$ cat src/rtl/sync_ram_be_dp.sv
// Dual-port synchronous RAM with byte-enabled writes, registered reads and a hardware clear sequencer.
// Define SYNC_RAM_OUTREG_EN to add a second output register stage, which makes the read latency 2.
//   state   | meaning
//   S_CLEAR | zeroing word[r_cnt] each cycle, ports ignored, busy high
//   S_READY | normal read/write service, clr accepted
module sync_ram_be_dp #(
  parameter int DATA  = 16,
  parameter int ADDR  = 5,
  parameter int DEPTH = 16
) (
  input  logic              clk,
  input  logic              reset,
  input  logic              clr,
  input  logic              wr_en,
  input  logic [ADDR-1:0]   wr_addr,
  input  logic [DATA-1:0]   wr_data,
  input  logic [DATA/8-1:0] wr_be,
  input  logic              rd_en,
  input  logic [ADDR-1:0]   rd_addr,
  output logic [DATA-1:0]   rd_data,
  output logic              rd_valid,
  output logic              busy,
  output logic              err
);
  localparam int NB = DATA / 8;
  localparam int IW = (DEPTH > 1) ? $clog2(DEPTH) : 1;
  localparam logic [ADDR:0]   LIMIT = (ADDR + 1)'(DEPTH);
  localparam logic [IW-1:0]   LAST  = IW'(DEPTH - 1);

  typedef enum logic {S_CLEAR, S_READY} state_t;

  state_t          r_state, w_state_nxt;
  logic [IW-1:0]   r_cnt;
  logic [DATA-1:0] r_mem [DEPTH];
  logic [DATA-1:0] r_rd_data;
  logic            r_rd_valid;
  logic            r_err;

  logic            w_busy, w_accept, w_mem_clr;
  logic            w_wr_in, w_rd_in, w_wr_ok, w_rd_ok, w_err_set;
  logic [IW-1:0]   w_wr_idx, w_rd_idx;
  logic [DATA-1:0] w_rd_word;

  assign w_wr_in  = ({1'b0, wr_addr} < LIMIT);
  assign w_rd_in  = ({1'b0, rd_addr} < LIMIT);
  assign w_wr_idx = wr_addr[IW-1:0];
  assign w_rd_idx = rd_addr[IW-1:0];

  always_ff @(posedge clk) begin
    if (reset) r_state <= S_CLEAR;
    else       r_state <= w_state_nxt;
  end

  always_comb begin
    w_state_nxt = r_state;
    case (r_state)
      S_CLEAR: if (r_cnt == LAST) w_state_nxt = S_READY;
      S_READY: if (clr)           w_state_nxt = S_CLEAR;
    endcase
  end

  // clr and reset both pre-empt any port access in the same cycle
  always_comb begin
    w_busy    = 1'b0;
    w_accept  = 1'b0;
    w_mem_clr = 1'b0;
    case (r_state)
      S_CLEAR: begin
        w_busy    = 1'b1;
        w_mem_clr = !reset;
      end
      S_READY: w_accept = !clr && !reset;
    endcase
  end

  assign w_wr_ok   = w_accept && wr_en && w_wr_in;
  assign w_rd_ok   = w_accept && rd_en;
  assign w_err_set = w_accept && ((wr_en && !w_wr_in) || (rd_en && !w_rd_in));

  always_ff @(posedge clk) begin
    if (reset)                                r_cnt <= '0;
    else if (r_state == S_CLEAR)              r_cnt <= (r_cnt == LAST) ? '0 : r_cnt + IW'(1);
    else if (clr)                             r_cnt <= '0;
  end

  // Write-first, per byte: enabled bytes come from wr_data, the rest from the array
  always_comb begin
    w_rd_word = '0;
    if (w_rd_in) begin
      w_rd_word = r_mem[w_rd_idx];
      if (w_wr_ok && (wr_addr == rd_addr)) begin
        for (int i = 0; i < NB; i++) begin
          if (wr_be[i]) w_rd_word[8*i +: 8] = wr_data[8*i +: 8];
        end
      end
    end
  end

  always_ff @(posedge clk) begin
    if (w_mem_clr) begin
      r_mem[r_cnt] <= '0;
    end else if (w_wr_ok) begin
      for (int i = 0; i < NB; i++) begin
        if (wr_be[i]) r_mem[w_wr_idx][8*i +: 8] <= wr_data[8*i +: 8];
      end
    end
  end

  always_ff @(posedge clk) begin
    if (reset) begin
      r_rd_valid <= 1'b0;
      r_rd_data  <= '0;
    end else if (w_rd_ok) begin
      r_rd_valid <= 1'b1;
      r_rd_data  <= w_rd_word;
    end else begin
      r_rd_valid <= 1'b0;
    end
  end

  always_ff @(posedge clk) begin
    if (reset)                         r_err <= 1'b0;
    else if (r_state == S_READY && clr) r_err <= 1'b0;
    else if (w_err_set)                r_err <= 1'b1;
  end

`ifdef SYNC_RAM_OUTREG_EN
  logic [DATA-1:0] r_rd_data2;
  logic            r_rd_valid2;

  always_ff @(posedge clk) begin
    if (reset) begin
      r_rd_valid2 <= 1'b0;
      r_rd_data2  <= '0;
    end else begin
      r_rd_valid2 <= r_rd_valid;
      r_rd_data2  <= r_rd_data;
    end
  end

  assign rd_data  = r_rd_data2;
  assign rd_valid = r_rd_valid2;
`else
  assign rd_data  = r_rd_data;
  assign rd_valid = r_rd_valid;
`endif

  assign busy = w_busy;
  assign err  = r_err;

endmodule

$ cat config.mk
export PLATFORM = sky130hd
export DESIGN_NAME = sync_ram_be_dp
export DESIGN_NICKNAME = d
export VERILOG_FILES = /design/src/rtl/sync_ram_be_dp.sv
export SDC_FILE = /design/constraint.sdc
export NUM_CORES = 1
export LEC_CHECK = 0
export ABC_AREA = 1
export CAP_MARGIN = 15
export CORE_ASPECT_RATIO = 0.5
export CORE_MARGIN = 8
export CORE_UTILIZATION = 65
export DETAILED_ROUTE_END_ITERATION = 8
export GPL_TIMING_DRIVEN = 0
export PLACE_DENSITY = 0.91
export SLEW_MARGIN = 10
export SYNTH_ARGS = -nofsm -noshare
export SYNTH_HDL_FRONTEND = slang
export SYNTH_SLANG_ARGS = --single-unit
$ cat constraint.sdc
create_clock -name clk -period 4.5 [get_ports clk]
set_input_delay 1.35 -clock clk [delete_from_list [all_inputs] [get_ports clk]]
set_output_delay 1.35 -clock clk [all_outputs]
set_load 0.01 [all_outputs]
After elaboration in Yosys (flattened, before gate mapping). Memories as Yosys holds them, arrays and structs flattened. Cells that the tools add are included.

RAM bits: 256. Memories kept: 1. Input bits: 33. Output and inout port bits: 19. Word-level logic and storage cells: 56. Flip-flop bits (word level): 23.

Reductions and logical operators: 16. Order comparisons: 2. Multiplexer cells: 27. $add $sub $neg: 1. Equal/unequal tests: 3. Bitwise logic cells: 1.

Memories: r_mem (words 16, width 16, rd ports 1, clocked after memory_dff 0, write ports 1, RTL line 34) `logic [DATA-1:0] r_mem [DEPTH];`.

Operators by type and width (count): $mux W16 (3); $mux W1 (16); $mux W4 (4); $mux W8 (2); $reduce_or A16 Y1 (1); $lt A5 B5 Y1 const B (2); $logic_and A1 B1 Y1 (9); $eq A5 B5 Y1 (1); $add A4 B1 Y4 const B (1); $eq A4 B4 Y1 const B (1); $logic_not A1 Y1 (4); $mux W2 (1); $ne A2 B2 Y1 const B (1); $pmux W1 S2 (1); $reduce_or A2 Y1 (1); $logic_or A1 B1 Y1 (1); $not A1 Y1 (1).

Longest topological paths before layout.
Depth in word-level cells: 10. Mapped depth: 11. Gate-level depth less buffers: 10.

Worst setup path after synthesis. Ideal clock, no wire load.

Path type: input to register. From: input clr. To: memory r_mem[15][0], enable pin. Path buffers: 1. Cell stages on the path: 10. Required time: 4.130 ns. Setup time: 0.370 ns. Setup slack: 1.402 ns. Data arrival time: 2.728 ns. Cell sequence: nor2_2 -> nand3_2 -> nor2_4 -> o21ai_4 -> buf_6 -> nand2_1 -> o21ai_2 -> nor2_1 -> nand2_1 -> nor2_1.

Longest elaborated chain between the ends: 10. Elaborated cells between the ends (all ways): 14. Classes of those cells: 9 x mux; 5 x reduce/logical.

Ends and longest elaborated chain: start, declared (RTL line 13) `input logic clr,`; $logic_not A1 Y1 (*) (RTL line 72) `S_READY: w_accept = !clr && !reset;`; $logic_and A1 B1 Y1 (*) (RTL line 72); $mux W1 (*) (RTL line 67) `case (r_state)`; $logic_and A1 B1 Y1 (*) (2 in series) (RTL line 76) `assign w_wr_ok = w_accept && wr_en && w_wr_in;`; $mux W1 (RTL line 102) `end else if (w_wr_ok) begin`; $mux W1 (RTL line 100) `if (w_mem_clr) begin`; $mux W1 (not written as such) (RTL line 104) `if (wr_be[i]) r_mem[w_wr_idx][8*i +: 8] <= wr_data[8*i +: 8];`; $reduce_or A16 Y1 (no line); $mux W4 (no line) / $mux W2 (equally long branches); end, declared (RTL line 34).

Every way passes the cells marked *; elsewhere a longest branch is shown, timed or not.

Worst setup path after layout.
From: input reset. To: memory r_mem[15][3], enable pin.

Longest elaborated chain between the ends: 10. Elaborated cells between the ends (all ways): 17. Classes of those cells: 12 x mux; 5 x reduce/logical.

Ends and longest elaborated chain: start, declared (RTL line 12) `input logic reset,`; $logic_not A1 Y1 (*) (RTL line 70, 72); $logic_and A1 B1 Y1 (RTL line 72); $mux W1 (RTL line 67); $logic_and A1 B1 Y1 (2 in series) (RTL line 76); $mux W1 (RTL line 102); $mux W1 (RTL line 100); $mux W1 (not written as such) (RTL line 104); $reduce_or A16 Y1 (no line); $mux W4 (no line) / $mux W2 (equally long branches).

Marks and branches as above.

==> results.md <==
- Final ANT Viol Nets: 0
- Die area: about 24000 sq um
- FF-to-FF setup slack: between 1.5 and 2 ns
- DRT iter0 DRCs: 1660
- Chip Width: 212 um
- N_diodes: 0
- DIE HEIGHT: roughly 110 um
- Largest family of logic cells by synthesized area: simple AND/OR/NAND/NOR gates
- Max Fclk: around 0.27 GHz
- Ratio of cells with drive above 1 in the final layout: roughly 5.4%
- Largest net degree at the start of global routing: 17
- Most common cell in the netlist: nand2_1
- Setup CP Type: input pin to register
- Area growth, synth to finish: 12.4%
- Most used flip-flop cell after synthesis: edfxtp_1
- # IOs: 52
- GP Congestion: 0.973
- Finished Layout Cells: roughly 1.6k
- Minimum clock period: around 3.7 ns
- R2R cell count: 9
- Sequential Area: 8150 sq um
- MaxCap Viol Count: 0
- Skew-Pair Late Insertion Delay: 0.53 ns
- WHS Path Cells: 2
- Synth Register Bits: 279
- Initial antenna violation count: 0
- Root Buffer: clkbuf_16
- Sequential cell area fraction in the yosys report: roughly two thirds
- Global-route wire length before repair: about 53000 um
- Cts hold-fix bufs: 0
- Layout Skew: between 0.015 and 0.02 ns
- Post-CTS Resized: 0
- Worst slew pin tran: approximately 1.2 ns
- Cell accounting for the most synthesized area: edfxtp_1
- Worst setup EP type: register
- Vias in the first global route: between 9k and 10k
- Worst Min Path Start: rd_data[8]
- DR vias/cell: between 6 and 7
- H-tree depth: 1
- Post-synthesis adder-cell area fraction: 0.101%
- Via count: between 9k and 10k
- Synth Area per Inst: 9.63 sq um
- CTS Buffer Depth: 3
- Synth Area in Compound Gates: between 1.5 and 2%
- Cell count after synthesis: ~1.3k
- Yosys warning count: 0
- Remaining DRCs: 0
- Hold Crit Class: register to register
- Multi-input logic area: between 3000 and 4000 sq um
- Power per Cell Area: around 370 nW/um^2
- Netlist cell types: 27
- Setup repair after global routing missed its margin: no
- Initial Util: between 60% and 70%
- Synth Area in Simple Gates: 23.7%
- Type of origin of the critical path: input pin
- Net count after synthesis: ~1.3k
- Outcome: complete, no violations
- Core region area: roughly 19000 sq um
- Final #Nets: 1404
- Main area contributors after synthesis: edfxtp_1 62%, nand2_1 11%, nand3_1 9.1%
- Hold Vio Cnt, Final: 0
- Fillers: between 1k and 1.5k
- GRT Total Usage: between 20 and 30%
- Detailed placement HPWL: between 20000 and 25000 um
- Period utilisation layout: between 80% and 90%
- VDD IR max: roughly 0.0003 V
- Worst-path clk slew: roughly 0.070 ns
- Final slew viol count: 0
- Worst EP arrival: around 3.9 ns
- Worst Path Max Fanout: 10
- Synth Area in XOR/XNOR: less than 1%
- Lkg Pwr: between 6 and 7 nW
- Setup TNS: 0 ns
- Post-synth top area share: 61.8%
- FP Rows: 35
- Post-CTS Setup Bufs: 0
- Req. time, crit path: around 4.6 ns
- TritonCTS clock tree: done
- Synthesized cell area: ~12000 sq um
- Avg WL per Cell: about 21 um
- Number of flops mapped to enable cells by yosys: about 260
- R2r endpoint: r_mem[15][3]
- Rel. slew slack: between 10% and 20%
- Placed cells: 1600
- Drt pass-1 iters: 6
- Grt ovf: 0
- Worst R2R Start: r_state
- Final WL: 34800 um
- Post-synthesis mux area share: 0%
- Commonest cells in the netlist: 369 x nand2_1, 256 x edfxtp_1, 227 x inv_1, 227 x nand3_1, 59 x nor2_1
- Post-synth ARST share: 0%
- Port Buf Inserts: 49
- Clock sinks: roughly 280
- WHS Endpoint: rd_data[8]
- CTS Buf Count: 24
- Setup violators final: 0
==> per-stage QoR <==
| step | setup WS, ns | instance area, sq um | hold WS, ns | total power, mW | utilization (%) |
|---|---|---|---|---|---|
| detailed placement | 0.298 | 13300 | 0.462 | 3.24 | 71.4 |
| floorplan | 1.40 | 12400 | 0.480 | 3.10 | - |
| CTS | 0.839 | 14000 | 0.473 | 5.10 | 75.2 |
| global placement | 0.311 | 13300 | 0.456 | 3.22 | 71.4 |
| finish | 0.785 | 14000 | 0.473 | 5.14 | 75.4 |
| global route | 0.660 | 14000 | 0.494 | 5.24 | 75.4 |
==> critical path, cell delays in order <==
cell and delay [ns]:
clkdlybuf4s50_1 0.48, nor2_2 0.15, nand3_2 0.10, nor2_4 0.19, o21ai_4 0.12, buf_6 0.16
nand2_1 0.07, o21ai_2 0.08, nor2_1 0.25, nand2_1 0.12, nor2_1 0.77
==> sequential cells by signal, indices dropped and copies added (netlist names) <==
name and flops:
r_mem 256, rd_data 16, r_cnt 4, err 1
r_state 1, rd_valid 1
==> cell type report <==
type / count / area share [%]
Inverter: 230 / 6.17
Tap cell: 259 / 2.32
Clock buffer: 30 / 4.61
Clock inverter: 11 / 0.376
Sequential cell: 279 / 58.2
Multi-Input combinational cell: 719 / 22.7
Buffer: 64 / 1.92
Timing Repair Buffer: 52 / 3.67
==> cell families after synthesis <==
kind of cell | after synthesis
DFF | 279
xor gates and xnor gates | 1
and+or+nand+nor | 685
adders and majority gates | 1
AOI/OAI and AO/OA | 32
buffers and inverters | 294
==> placed cells by master (no fill, tap or decap) <==
cell / n
buf_4: 3
o21ai_2: 3
o21ai_0: 1
a22o_1: 1
ha_1: 1
inv_2: 3
nand3_2: 1
buf_6: 1
edfxtp_1: 256
inv_1: 227
nand2_1: 369
clkinvlp_4: 2
clkinv_1: 6
clkinv_2: 3
clkdlybuf4s50_1: 49
nor2_2: 14
nor2_1: 54
clkbuf_16: 25
o21bai_1: 1
nand4_1: 18
o21ai_4: 1
buf_1: 19
clkbuf_1: 32
a311oi_1: 1
nor2_4: 2
nand3_1: 227
dfxtp_1: 23
o21ai_1: 1
xor2_1: 1
a211oi_1: 1
o32ai_1: 1
a21oi_1: 21
buf_2: 17
==> report_power, final <==
group,switching [mW],internal (mW)
clock,0.924,1.01
sequential,0.0111,2.83
combinational,0.260,0.104
==> metal layers <==
metal,share of wire [%],vias up,global-route usage (%)
met5,0,-,0
met3,16,131,8.98
met1,35,4551,37.5
li1,-,4339,-
met2,45,850,44.6
met4,3.9,0,10.8
==> worst max-delay path by stage <==
stage                     startpoint           end
after floorplan                  clr  r_mem[15][0]
after global placement         reset   r_mem[6][5]
after detailed placement       reset  r_mem[7][12]
after CTS                      reset  r_mem[0][12]
after global routing           reset  r_mem[15][3]
final                          reset  r_mem[15][3]
(Power assumes the default switching activity.)
